### src/rtl/router_output_arbiter.sv
// router_output_arbiter: round-robin arbiter feeding a polarity-selected even/odd buffer pair drained over so/ro.
module router_output_arbiter #(
  parameter int DATA_W = 64
) (
  input  logic              clk,
  input  logic              reset,
  input  logic              polarity,
  input  logic              req0,
  input  logic [DATA_W-1:0] din0,
  input  logic              req1,
  input  logic [DATA_W-1:0] din1,
  output logic              ack0,
  output logic              ack1,
  input  logic              ro,
  output logic              so,
  output logic [DATA_W-1:0] dout
);
  logic [DATA_W-1:0] even_buf_q, even_buf_d, odd_buf_q, odd_buf_d, wdata;
  logic even_full_q, even_full_d, odd_full_q, odd_full_d, rr_ptr_q, rr_ptr_d;
  logic tgt_full, snd_full, gnt0, gnt1;
  // polarity=1 writes odd and sends even; polarity=0 the reverse
  always_comb begin
    tgt_full = polarity ? odd_full_q : even_full_q;
    snd_full = polarity ? even_full_q : odd_full_q;
    gnt0 = req0 && (!req1 || !rr_ptr_q);
    gnt1 = req1 && (!req0 || rr_ptr_q);
    ack0 = !reset && !tgt_full && gnt0;
    ack1 = !reset && !tgt_full && gnt1;
    so = !reset && snd_full && ro;
    dout = reset ? '0 : (polarity ? even_buf_q : odd_buf_q);
    wdata = ack1 ? din1 : din0;
    even_buf_d = (!polarity && (ack0 || ack1)) ? wdata : even_buf_q;
    odd_buf_d = (polarity && (ack0 || ack1)) ? wdata : odd_buf_q;
    even_full_d = (!polarity && (ack0 || ack1)) ? 1'b1 : (polarity && so) ? 1'b0 : even_full_q;
    odd_full_d = (polarity && (ack0 || ack1)) ? 1'b1 : (!polarity && so) ? 1'b0 : odd_full_q;
    rr_ptr_d = ack0 ? 1'b1 : ack1 ? 1'b0 : rr_ptr_q;
  end
  always_ff @(posedge clk) begin
    if (reset) begin
      even_buf_q <= '0;
      odd_buf_q <= '0;
      even_full_q <= 1'b0;
      odd_full_q <= 1'b0;
      rr_ptr_q <= 1'b0;
    end else begin
      even_buf_q <= even_buf_d;
      odd_buf_q <= odd_buf_d;
      even_full_q <= even_full_d;
      odd_full_q <= odd_full_d;
      rr_ptr_q <= rr_ptr_d;
    end
  end
endmodule

### config.mk
export PLATFORM = sky130hd
export DESIGN_NAME = router_output_arbiter
export DESIGN_NICKNAME = d
export VERILOG_FILES = /design/src/rtl/router_output_arbiter.sv
export SDC_FILE = /design/constraint.sdc
export NUM_CORES = 1
export LEC_CHECK = 0
export ABC_CLOCK_PERIOD_IN_PS = 1800
export CORE_ASPECT_RATIO = 0.7
export CORE_MARGIN = 4
export CORE_UTILIZATION = 46
export CTS_CLUSTER_SIZE = 16
export DETAILED_ROUTE_END_ITERATION = 8
export PLACE_DENSITY = 0.8
export SYNTH_ARGS = -nofsm -noshare
export SYNTH_HDL_FRONTEND = slang
export SYNTH_SLANG_ARGS = --single-unit
### constraint.sdc
create_clock -name clk -period 1.8 [get_ports clk]
set_input_delay 0.27 -clock clk [delete_from_list [all_inputs] [get_ports clk]]
set_output_delay 0.27 -clock clk [all_outputs]
set_load 0.1 [all_outputs]
# After elaboration in Yosys (flattened, before gate mapping)
# Cells that the tools add are included.
[word_totals]
register_bits = 131
input_bits = 134
out_inout_bits = 67
wordCells = 39
[classes]
n_mux = 11
reduce_logical = 23
[op_table]
columns = ["op", "n"]
rows = [
  ["two-way mux 64 bit", 3],
  ["logical AND 1 bit", 11],
  ["two-way mux 1 bit", 8],
  ["zero test 1 bit", 6],
  ["nonzero test 2 bit", 3],
  ["logical OR 1 bit", 3],
]

# Logic depth before layout (Yosys ltp)
[logic_depth]
ltp_word = 7
ltp_mapped = 7
depth_no_buf = 4

# Worst setup path before layout
# Ideal clock, no wire load.
[synth_timing]
path_kind = "input -> output"
start = "input port polarity"
end = "output port so"
t_arrival_ns = 2.756
required_time_ns = 1.530
path_slack_ns = -1.226
path_stages = 4
n_path_buf = 2
path_cell_list = "buf_4 > buf_2 > mux2i_1 > nor3_1"
[synth_via]
elab_chain_cells = 3
[synth_lines]
columns = ["item", "line_no", "rtl"]
rows = [
  ["from (decl)", "7", "input logic polarity,"],
  ["two-way mux 1 bit", "24", "snd_full = polarity ? even_full_q : odd_full_q;"],
  ["logical AND 1 bit (2 in a row)", "29", "so = !reset && snd_full && ro;"],
  ["to (decl)", "15", "output logic so,"],
]
# No other way between the ends.

# Worst setup path in the final report
[layout_timing]
start = "register even_full_q"
end = "output port ack1"
[layout_via]
elab_chain_cells = 4
[layout_lines]
columns = ["item", "line_no", "rtl"]
rows = [
  ["from (decl)", "19", "logic even_full_q, even_full_d, odd_full_q, odd_full_d, rr_ptr_q, rr_ptr_d;"],
  ["from (signal assigned)", "48", "even_full_q <= even_full_d;"],
  ["two-way mux 1 bit", "23", "tgt_full = polarity ? odd_full_q : even_full_q;"],
  ["zero test 1 bit", "28", "ack1 = !reset && !tgt_full && gnt1;"],
  ["logical AND 1 bit (2 in a row)", "28", ""],
  ["to (decl)", "13", "output logic ack1,"],
]
# No other way between the ends.

==> results.md <==
* Outcome: finished, violations left
* Failing checks: setup timing
* Vias per cell at 5.65
* Starting DRT DRC Count at 246
* Nets at 995
* Grt ovf at 0
* Comb power frac at 28.4%
* Critical Path Source Type: flip-flop
* Placed insts at 997
* Initial core utilization at 47.8%
* FP Rows at 34
* Die Wd at 145 um
* Root Buffer: clkbuf_16
* Worst-path clk slew at 60 ps
* Syn_area_per_cell at 9.05 um^2
* Finished Layout Cells at 1,036
* Ratio of cells with drive above 1 in the final layout at 29.4%
* Antenna viol nets, final at 0
* Sequential-to-total area share from yosys stat at 43.4%
* Pins over their slew limit at 0
* Final setup viols at 1
* Die area at 15,100 um^2
* Clk_lat worst skew at 410 ps
* Sw Share at 31.3%
* FF+latch area at 2630 um^2
* Critical path class: flip-flop to output port
* Fill count at 680
* Crit Path Max Fanout at 4
* WL final at 19,900 um
* Synth cell types at 22
* Crit path time final at 1830 ps
* RSZ-0062 raised after global routing: true
* Final Skew at 8.92 ps
* Net Count, Synth at 801
* Final Cycle Share at 102%
* Clock group share of total power at 38.2%
* DP Area at 9480 um^2
* Number of synthesized register bits at 131
* Die H at 104 um
* H-tree level count at 4
* Clk sinks at 131
* Setup ws final at -30.0 ps
* Pre-antenna DRT Iters at 4
* Post-DP HPWL at 13,400 um
* Peak VDD IR at 0.791 mV
* LEAKAGE at 4.23 nW
* Max-cap viol count at 0
* Final hold violations at 0
* CTS Hold Bufs at 0
* HP Class: primary input to flip-flop
* Maximum clock path buffer count at 2
* Routability Congestion at 0.766
* Port Buffers at 200
* Largest net degree at the start of global routing at 61
* Cells after synthesis at 667
* Area delta synth->final at 73.6%
* WP data arrival at 1560 ps
* Initial antenna violation count at 0
* First-pass GRT wire length at 31,500 um
* CTS buffer count at 17
* Worst setup EP type: output port
* PwrDens at 947 nW/um^2
* Cell Area, Synth at 6040 um^2
* Worst-Margin Slew at 474 ps
* Post-route DRC at 0
* ANT cells at 0
* Multi-input logic area at 3860 um^2
* Sequential power share at 33.3%
* Ys Warns at 0
* Avg WL per Cell at 19.2 um
* Total track usage at 25.3%
* Finished Cell Area at 10,500 um^2
* Final hold slack at 89.2 ps
* CTS tree: done
* FMAX at 0.546 GHz
* Max-slew headroom at 68.4%
* Psw at 3.11 mW
* Vias at 5,851
* Core footprint at 12,600 um^2
* Vias in the first global route at 6,039
* Worst path required time at 1530 ps
* Pint at 6.82 mW
* I/O Pins at 201
[critical path, cell delays in order, from the launching register on]
cell and delay, ps:
dfxtp_2 330, mux2i_4 170, nand4b_1 230, buf_12 220
clkinv_8 40, buf_12 150
[Yosys cell counts]
master	count	area share [%]
nor2_1	195	12
dfxtp_1	131	43
mux2i_1	130	22
a211oi_1	128	16
clkbuf_1	42	2.6
buf_2	11	0.91
buf_6	6	1.1
a21oi_1	4	0.33
buf_1	2	0.12
buf_4	2	0.25
inv_2	2	0.12
nand2_1	2	0.12
nand2b_1	2	0.21
nor3_1	2	0.17
a311oi_1	1	0.15
inv_1	1	0.062
nand4b_1	1	0.15
nor2_2	1	0.10
nor2b_1	1	0.10
nor3_4	1	0.27
o21ai_0	1	0.083
o21bai_1	1	0.12
[final timing paths]
path                             start                     endpoint  slack, ps  depth (start not counted)
max           even_full_q$_SDFFE_PP0P_                         ack1        -30                          5
min                              reset     even_full_q$_SDFFE_PP0P_         90                          2
max reg2reg   even_full_q$_SDFFE_PP0P_  even_buf_q[19]$_SDFFE_PP0P_         10                          7
min reg2reg  odd_buf_q[2]$_SDFFE_PP0P_    odd_buf_q[2]$_SDFFE_PP0P_        500                          2
[sequential cells by signal, summed over array words and instances (netlist names)]
name and flops:
even_full_q 1, odd_buf_q 64, rr_ptr_q 1, even_buf_q 64, odd_full_q 1
[area by class of cell]
cell class / count / share of cell area, %
Multi-Input combinational cell: 470 / 36.8
Tap cell: 162 / 1.93
Timing Repair Buffer: 238 / 29.8
Inverter: 3 / 0.227
Clock inverter: 12 / 1.95
Sequential cell: 131 / 25.1
Clock buffer: 20 / 4.26
[placed cells by master (no fill, tap or decap), types with 2 or more instances in the layout]
master           synthesis  final
nand2b_1                 2      2
a211oi_2                 0     30
nor3_2                   0      2
clkdlybuf4s50_1          0    131
buf_12                   0     79
buf_4                    2     24
mux2i_2                  0      7
clkinv_4                 0      2
dfxtp_2                  0      3
nor2_4                   0     62
clkbuf_16                0     17
mux2i_4                  0      6
a21oi_1                  4      3
clkinvlp_4               0      3
nor2_1                 195    130
dfxtp_1                131    128
clkbuf_1                42      2
a211oi_1               128     98
nor2_2                   1      4
buf_6                    6      3
bufinv_16                0      5
mux2i_1                130    117
[cells by family (layout without fill, tap and decap cells)]
kind of cell	after synthesis	count (layout)	synth area share, %
AOI/OAI and AO/OA	135	135	16.6
buffers and inverters	66	273	5.20
DFF	131	131	43.4
muxes	130	130	21.5
and+or+nand+nor	205	205	13.2
[per-layer routing]
metal / vias up / part of all wire (%) / GRT usage (%)
li1: 2767 / - / -
met3: 25 / 5.8 / 6.75
met2: 194 / 52 / 44.7
met4: 0 / 1.5 / 6.58
met1: 2865 / 41 / 30.9
met5: - / 0 / 0
[timing repair]
action,CTS,global route
setup endpoints to repair,2,61
pin swaps,1,9
resized for setup,15,49
setup buffers,4,3
[power groups by stage]
stage	clock network (mW)	registers (mW)	logic (mW)
after global placement	0	3.34	2.62
after detailed placement	0	3.36	2.68
after global routing	3.96	3.34	2.96
after floorplan	0	3.33	1.67
after CTS	3.82	3.31	2.73
final	3.80	3.31	2.82
[metrics by stage]
step                worst slack (ps)  total power, mW  setup TNS (ps)  utilization, %
global route                   -82.6             10.3            -650            83.0
CTS                            -40.5             9.85           -40.5            80.9
detailed placement              -178             6.04          -15320            75.0
finish                         -30.0             9.93           -30.0            83.0
global placement                -170             5.95          -13160            75.0
floorplan                       -371             4.99            -630               -
Power figures use the tool's default switching activity.
